### config.mk
export PLATFORM = sky130hd
export DESIGN_NAME = n64_response_receiver
export DESIGN_NICKNAME = d
export VERILOG_FILES = /design/src/rtl/n64_response_receiver.sv
export SDC_FILE = /design/constraint.sdc
export NUM_CORES = 1
export LEC_CHECK = 0
export ABC_CLOCK_PERIOD_IN_PS = 2800
export CORE_ASPECT_RATIO = 1.4
export CORE_UTILIZATION = 23
export CTS_CLUSTER_SIZE = 14
export DETAILED_ROUTE_END_ITERATION = 6
export HOLD_SLACK_MARGIN = 0.03
export SLEW_MARGIN = 30
export SYNTH_ARGS = -nofsm -noshare
export SYNTH_HDL_FRONTEND = slang
export SYNTH_SLANG_ARGS = --single-unit
### constraint.sdc
create_clock -name sys_clk -period 2.8 [get_ports sys_clk]
set_clock_uncertainty 0.1 [all_clocks]
set_input_delay 0.56 -clock sys_clk [delete_from_list [all_inputs] [get_ports sys_clk]]
set_output_delay 0.56 -clock sys_clk [all_outputs]
set_load 0.05 [all_outputs]
### src/rtl/n64_response_receiver.sv
`timescale 1ns/1ps
// N64 joybus reply receiver: samples the open-drain data pin, decodes
// pulse-width-coded bits and presents a 32-bit state or 24-bit identity word.
//
// state      | meaning
// -----------+-----------------------------------------------------------
// S_IDLE     | waiting for arm; pin edges ignored
// S_WAIT_START | armed, waiting for the first falling edge (no-response timeout)
// S_LOW      | inside a bit's low phase; low width decides the bit value
// S_HIGH     | inside a bit's high phase; next fall starts a bit or the stop
// S_STOP     | stop pulse low phase; rise completes the frame
module n64_response_receiver #(
   parameter int CYC_US       = 50,
   parameter int START_TO_US  = 100,
   parameter int MAX_PHASE_US = 5
) (
   input  logic        sys_clk,
   input  logic        sys_rst_n,
   input  logic        n64d,
   input  logic        arm,
   input  logic        request_type,
   output logic [31:0] data,
   output logic        valid,
   output logic        error,
   output logic        busy
);

   localparam logic [15:0] START_LIM = 16'(START_TO_US * CYC_US - 1);
   localparam logic [15:0] PHASE_LIM = 16'(MAX_PHASE_US * CYC_US - 1);
   localparam logic [15:0] BIT_THR   = 16'(2 * CYC_US);

   typedef enum logic [2:0] {
      S_IDLE,
      S_WAIT_START,
      S_LOW,
      S_HIGH,
      S_STOP
   } state_t;

   state_t      state;
   logic [1:0]  sync_q;
   logic        hist_q;
   logic        cur;
   logic        fall;
   logic        rise;
   logic [15:0] timer;
   logic [31:0] shift_q;
   logic [5:0]  bit_cnt;
   logic [5:0]  nbits;

   // Synchronizer and history idle high so reset never fakes an edge.
   always_ff @(posedge sys_clk or negedge sys_rst_n) begin
      if (!sys_rst_n) begin
         sync_q <= 2'b11;
         hist_q <= 1'b1;
      end else begin
         sync_q <= {sync_q[0], n64d};
         hist_q <= sync_q[1];
      end
   end

   assign cur  = sync_q[1];
   assign fall = hist_q & ~cur;
   assign rise = ~hist_q & cur;

   always_ff @(posedge sys_clk or negedge sys_rst_n) begin
      if (!sys_rst_n) begin
         state   <= S_IDLE;
         timer   <= '0;
         shift_q <= '0;
         bit_cnt <= '0;
         nbits   <= 6'd32;
         data    <= '0;
         valid   <= 1'b0;
         error   <= 1'b0;
         busy    <= 1'b0;
      end else begin
         valid <= 1'b0;
         error <= 1'b0;
         if (fall || rise) begin
            timer <= '0;
         end else begin
            timer <= timer + 16'd1;
         end

         case (state)
            S_IDLE: begin
               if (arm) begin
                  shift_q <= '0;
                  bit_cnt <= '0;
                  nbits   <= request_type ? 6'd32 : 6'd24;
                  busy    <= 1'b1;
                  timer   <= '0;
                  state   <= S_WAIT_START;
               end
            end
            S_WAIT_START: begin
               if (fall) begin
                  state <= S_LOW;
               end else if (timer == START_LIM) begin
                  error <= 1'b1;
                  busy  <= 1'b0;
                  timer <= '0;
                  state <= S_IDLE;
               end
            end
            S_LOW: begin
               if (rise) begin
                  shift_q <= {shift_q[30:0], (timer < BIT_THR)};
                  bit_cnt <= bit_cnt + 6'd1;
                  state   <= S_HIGH;
               end else if (timer == PHASE_LIM) begin
                  error <= 1'b1;
                  busy  <= 1'b0;
                  timer <= '0;
                  state <= S_IDLE;
               end
            end
            S_HIGH: begin
               if (fall) begin
                  state <= (bit_cnt < nbits) ? S_LOW : S_STOP;
               end else if (timer == PHASE_LIM) begin
                  error <= 1'b1;
                  busy  <= 1'b0;
                  timer <= '0;
                  state <= S_IDLE;
               end
            end
            S_STOP: begin
               if (rise) begin
                  data  <= shift_q;
                  valid <= 1'b1;
                  busy  <= 1'b0;
                  timer <= '0;
                  state <= S_IDLE;
               end else if (timer == PHASE_LIM) begin
                  error <= 1'b1;
                  busy  <= 1'b0;
                  timer <= '0;
                  state <= S_IDLE;
               end
            end
            default: begin
               busy  <= 1'b0;
               state <= S_IDLE;
            end
         endcase
      end
   end

endmodule

==> results.json <==
{
  "worstReg2RegEnd": "timer[2]$_DFF_PN0_",
  "crit_buf_inv": 0,
  "slowest_delay_ns": 0.60,
  "hold_violations": 0,
  "synth.distinct_cells": 51,
  "end_kind": "flip-flop",
  "dieArea_um2": 18800,
  "yosysTopAreaCell": "dfrtp_1",
  "io_pins": 40,
  "synth-seq-area-share": 0.580,
  "finalSetupTns_ns": 0,
  "path_class": "flip-flop to flip-flop",
  "slew_headroom": 0.560,
  "first_iter_violations": 122,
  "timing.rr.start": "timer[11]$_DFF_PN0_",
  "vias": 2671,
  "postCtsSetupRepairBufs": 0,
  "core_um2": 17900,
  "synth_ff_type": "dfrtp_1",
  "gr-max-usage-layer": "met2",
  "clkLatencyLatePin_ns": 0.34,
  "path_cells": "or4_4, nor4_4, a21oi_2, o31ai_4, nor2_1",
  "met1_usage": 0.110,
  "placed_cells": 602,
  "ys_ff_latch": 97,
  "yosys-top-cells-area": "dfrtp_1 (55%), mux2_2 (8.9%), a22o_1 (6.7%), nor2_1 (2.9%), dfstp_2 (2.5%)",
  "grt_pass1_wl_mm": 13.6,
  "yosys_warnings": 0,
  "drtAntennaViolNets": 0,
  "design_area_um2": 5110,
  "die_w_um": 116,
  "setup_viol": 0,
  "place.port_buffers": 39,
  "clock_tree.buffer_depth": 2,
  "critPathSlowestCell": "o31ai_4",
  "overflow": 0,
  "period_share": 0.883,
  "drt_pass1_iterations": 4,
  "powerDensity_nw_per_um2": 676,
  "reg2reg_slack_ns": 0.33,
  "syn_area_um2": 4200,
  "placed_area_um2": 4800,
  "hp-class": "input port to asynchronous set/reset pin",
  "gp_congestion": 0.826,
  "worstPathRequired_ns": 2.89,
  "grt_use_met3": 0.0190,
  "die_h_um": 162,
  "ctsResizeCount": 0,
  "critPathTopFamily": "simple AND/OR/NAND/NOR gates",
  "start_util": 0.234,
  "viasPerCell": 4.32,
  "rsz0062_at_grt": "false",
  "reg2regPathDepth": 5,
  "nNetsFinal": 385,
  "track_usage": 0.0922,
  "grt_use_met2": 0.157,
  "critPathArrivalTime_ns": 2.57,
  "grt_max_degree": 53,
  "tritoncts": "yes",
  "synth_commonest_cells": "dfrtp_1 (93), mux2_2 (33), a22o_1 (32), nor2_1 (32), nand2_1 (16)",
  "clock-sinks": 97,
  "critPathLaunch": "timer[11]$_DFF_PN0_",
  "fmax_ghz": 0.404,
  "synth_top_area_frac": 0.555,
  "synth-edff-count": 0,
  "clk_pin_slew_ns": 0.08,
  "slew_violations": 0,
  "async_reset_ff_frac": 1.00,
  "tightest_slew_ns": 0.660,
  "rows": 58,
  "endpoint": "timer[2]$_DFF_PN0_",
  "htree_num_levels": 3,
  "yosys.cell_count.top_type": "dfrtp_1",
  "maxCapViolations": 0,
  "route.detailed.drc": 0,
  "cts-hold-fix-buffers": 0,
  "routed_wl_mm": 8.02,
  "start_kind": "flip-flop",
  "stdcell_count": 618,
  "status": "finished, final reports clean",
  "cts_inserted_buffers": 9,
  "synth_nets": 346,
  "diodes": 0,
  "worst-path-stages": 5,
  "holdWs_ns": 0.143,
  "cellLeakagePower_nw": 2.24,
  "grt_pass1_vias": 2705,
  "routedWlPerCell_um": 13.0,
  "cts-root-buf": "clkbuf_16",
  "place_hpwl_mm": 5.60,
  "antenna_found_initial": 0,
  "ir_worst_vdd_mv": 0.353,
  "synth_area_per_cell_um2": 12.6,
  "critPathMaxFanout": 16,
  "period_needed_ns": 2.47,
  "drive_gt1_frac": 0.198,
  "synth_cells": 334,
  "syn_to_final_growth_pct": 21.8
}
how the worst min path moves through the flow:
stage | to | slack (ns) | startpoint
after global placement | sync_q[1]$_DFF_PN1_ | 0.25 | sync_q[0]$_DFF_PN1_
after CTS | data[15]$_DFFE_PN0P_ | 0.16 | sys_rst_n
final | data[10]$_DFFE_PN0P_ | 0.14 | sys_rst_n
after global routing | data[12]$_DFFE_PN0P_ | 0.20 | sys_rst_n
after floorplan | bit_cnt[0]$_DFFE_PN0P_ | 0.16 | sys_rst_n
after detailed placement | sync_q[1]$_DFF_PN1_ | 0.25 | sync_q[0]$_DFF_PN1_
placed cells by master, fill, tap and decap left out, types with 2 or more instances in the layout:
| master | count |
|---|---|
| nor4_1 | 3 |
| a21oi_1 | 4 |
| a22o_1 | 32 |
| or2_2 | 2 |
| clkbuf_16 | 9 |
| nor2b_1 | 2 |
| dfstp_2 | 4 |
| o21ai_0 | 5 |
| xnor2_1 | 11 |
| o22ai_1 | 2 |
| dfrtp_1 | 93 |
| nand3_1 | 9 |
| clkinv_4 | 2 |
| inv_1 | 9 |
| or4_1 | 2 |
| clkinv_8 | 2 |
| o21a_1 | 2 |
| nand4_1 | 4 |
| o31ai_1 | 2 |
| nand2b_1 | 4 |
| ha_1 | 7 |
| clkdlybuf4s50_1 | 38 |
| inv_8 | 2 |
| nor3_1 | 9 |
| nand2_1 | 16 |
| mux2_2 | 33 |
| buf_4 | 9 |
| xor2_1 | 7 |
| nor2_1 | 31 |
worst register-to-register path: stages, from the launching register on:
cell and delay (ns):
dfrtp_1 0.42, or4_4 0.59, nor4_4 0.37, a21oi_2 0.12, o31ai_4 0.60, nor2_1 0.14
layer usage:
| layer | vias up | share of wire |
|---|---|---|
| li1 | 1265 | - |
| met1 | 1349 | 0.42 |
| met2 | 44 | 0.52 |
| met3 | 13 | 0.029 |
| met4 | 0 | 0.027 |
| met5 | - | 0 |
final cells by class:
cell class | count | area [um^2]
clock buffers | 9 | 225
well taps | 240 | 300
repair buffers | 47 | 448
clock inverters | 7 | 81.3
inverters | 9 | 33.8
flip-flops and latches | 97 | 2430
multi-input cells | 209 | 1590
fillers | 1844 | 12800
kinds of logic after synthesis:
family                   share of synthesized area
multiplexers                                0.0909
buffers and inverters                       0.0432
flip-flops                                   0.580
AND/OR/NAND/NOR                              0.116
adder cells (fa/ha/maj)                     0.0209
XOR/XNOR                                    0.0376
AO/OA/AOI/OAI                                0.112
state kept, by name, indices dropped and copies added, names as in the netlist:
register,flops
data,32
shift_q,32
timer,16
bit_cnt,6
state,3
nbits,2
sync_q,2
busy,1
error,1
hist_q,1
valid,1
metrics by stage:
stage	total power [mW]	setup slack, ns	utilization
final	3.46	0.327	0.285
after global routing	3.65	0.169	0.285
after CTS	3.52	0.290	0.285
after detailed placement	2.27	0.319	0.268
after global placement	2.25	0.428	0.268
after floorplan	2.13	0.632	-
report_power, final:
group,total (mW),leakage (nW),internal (mW),switching [mW]
Clock,1.22,0.150,0.637,0.587
Combinational,0.553,0.771,0.227,0.326
Sequential,1.68,1.32,1.53,0.149
(Power assumes the default switching activity.)
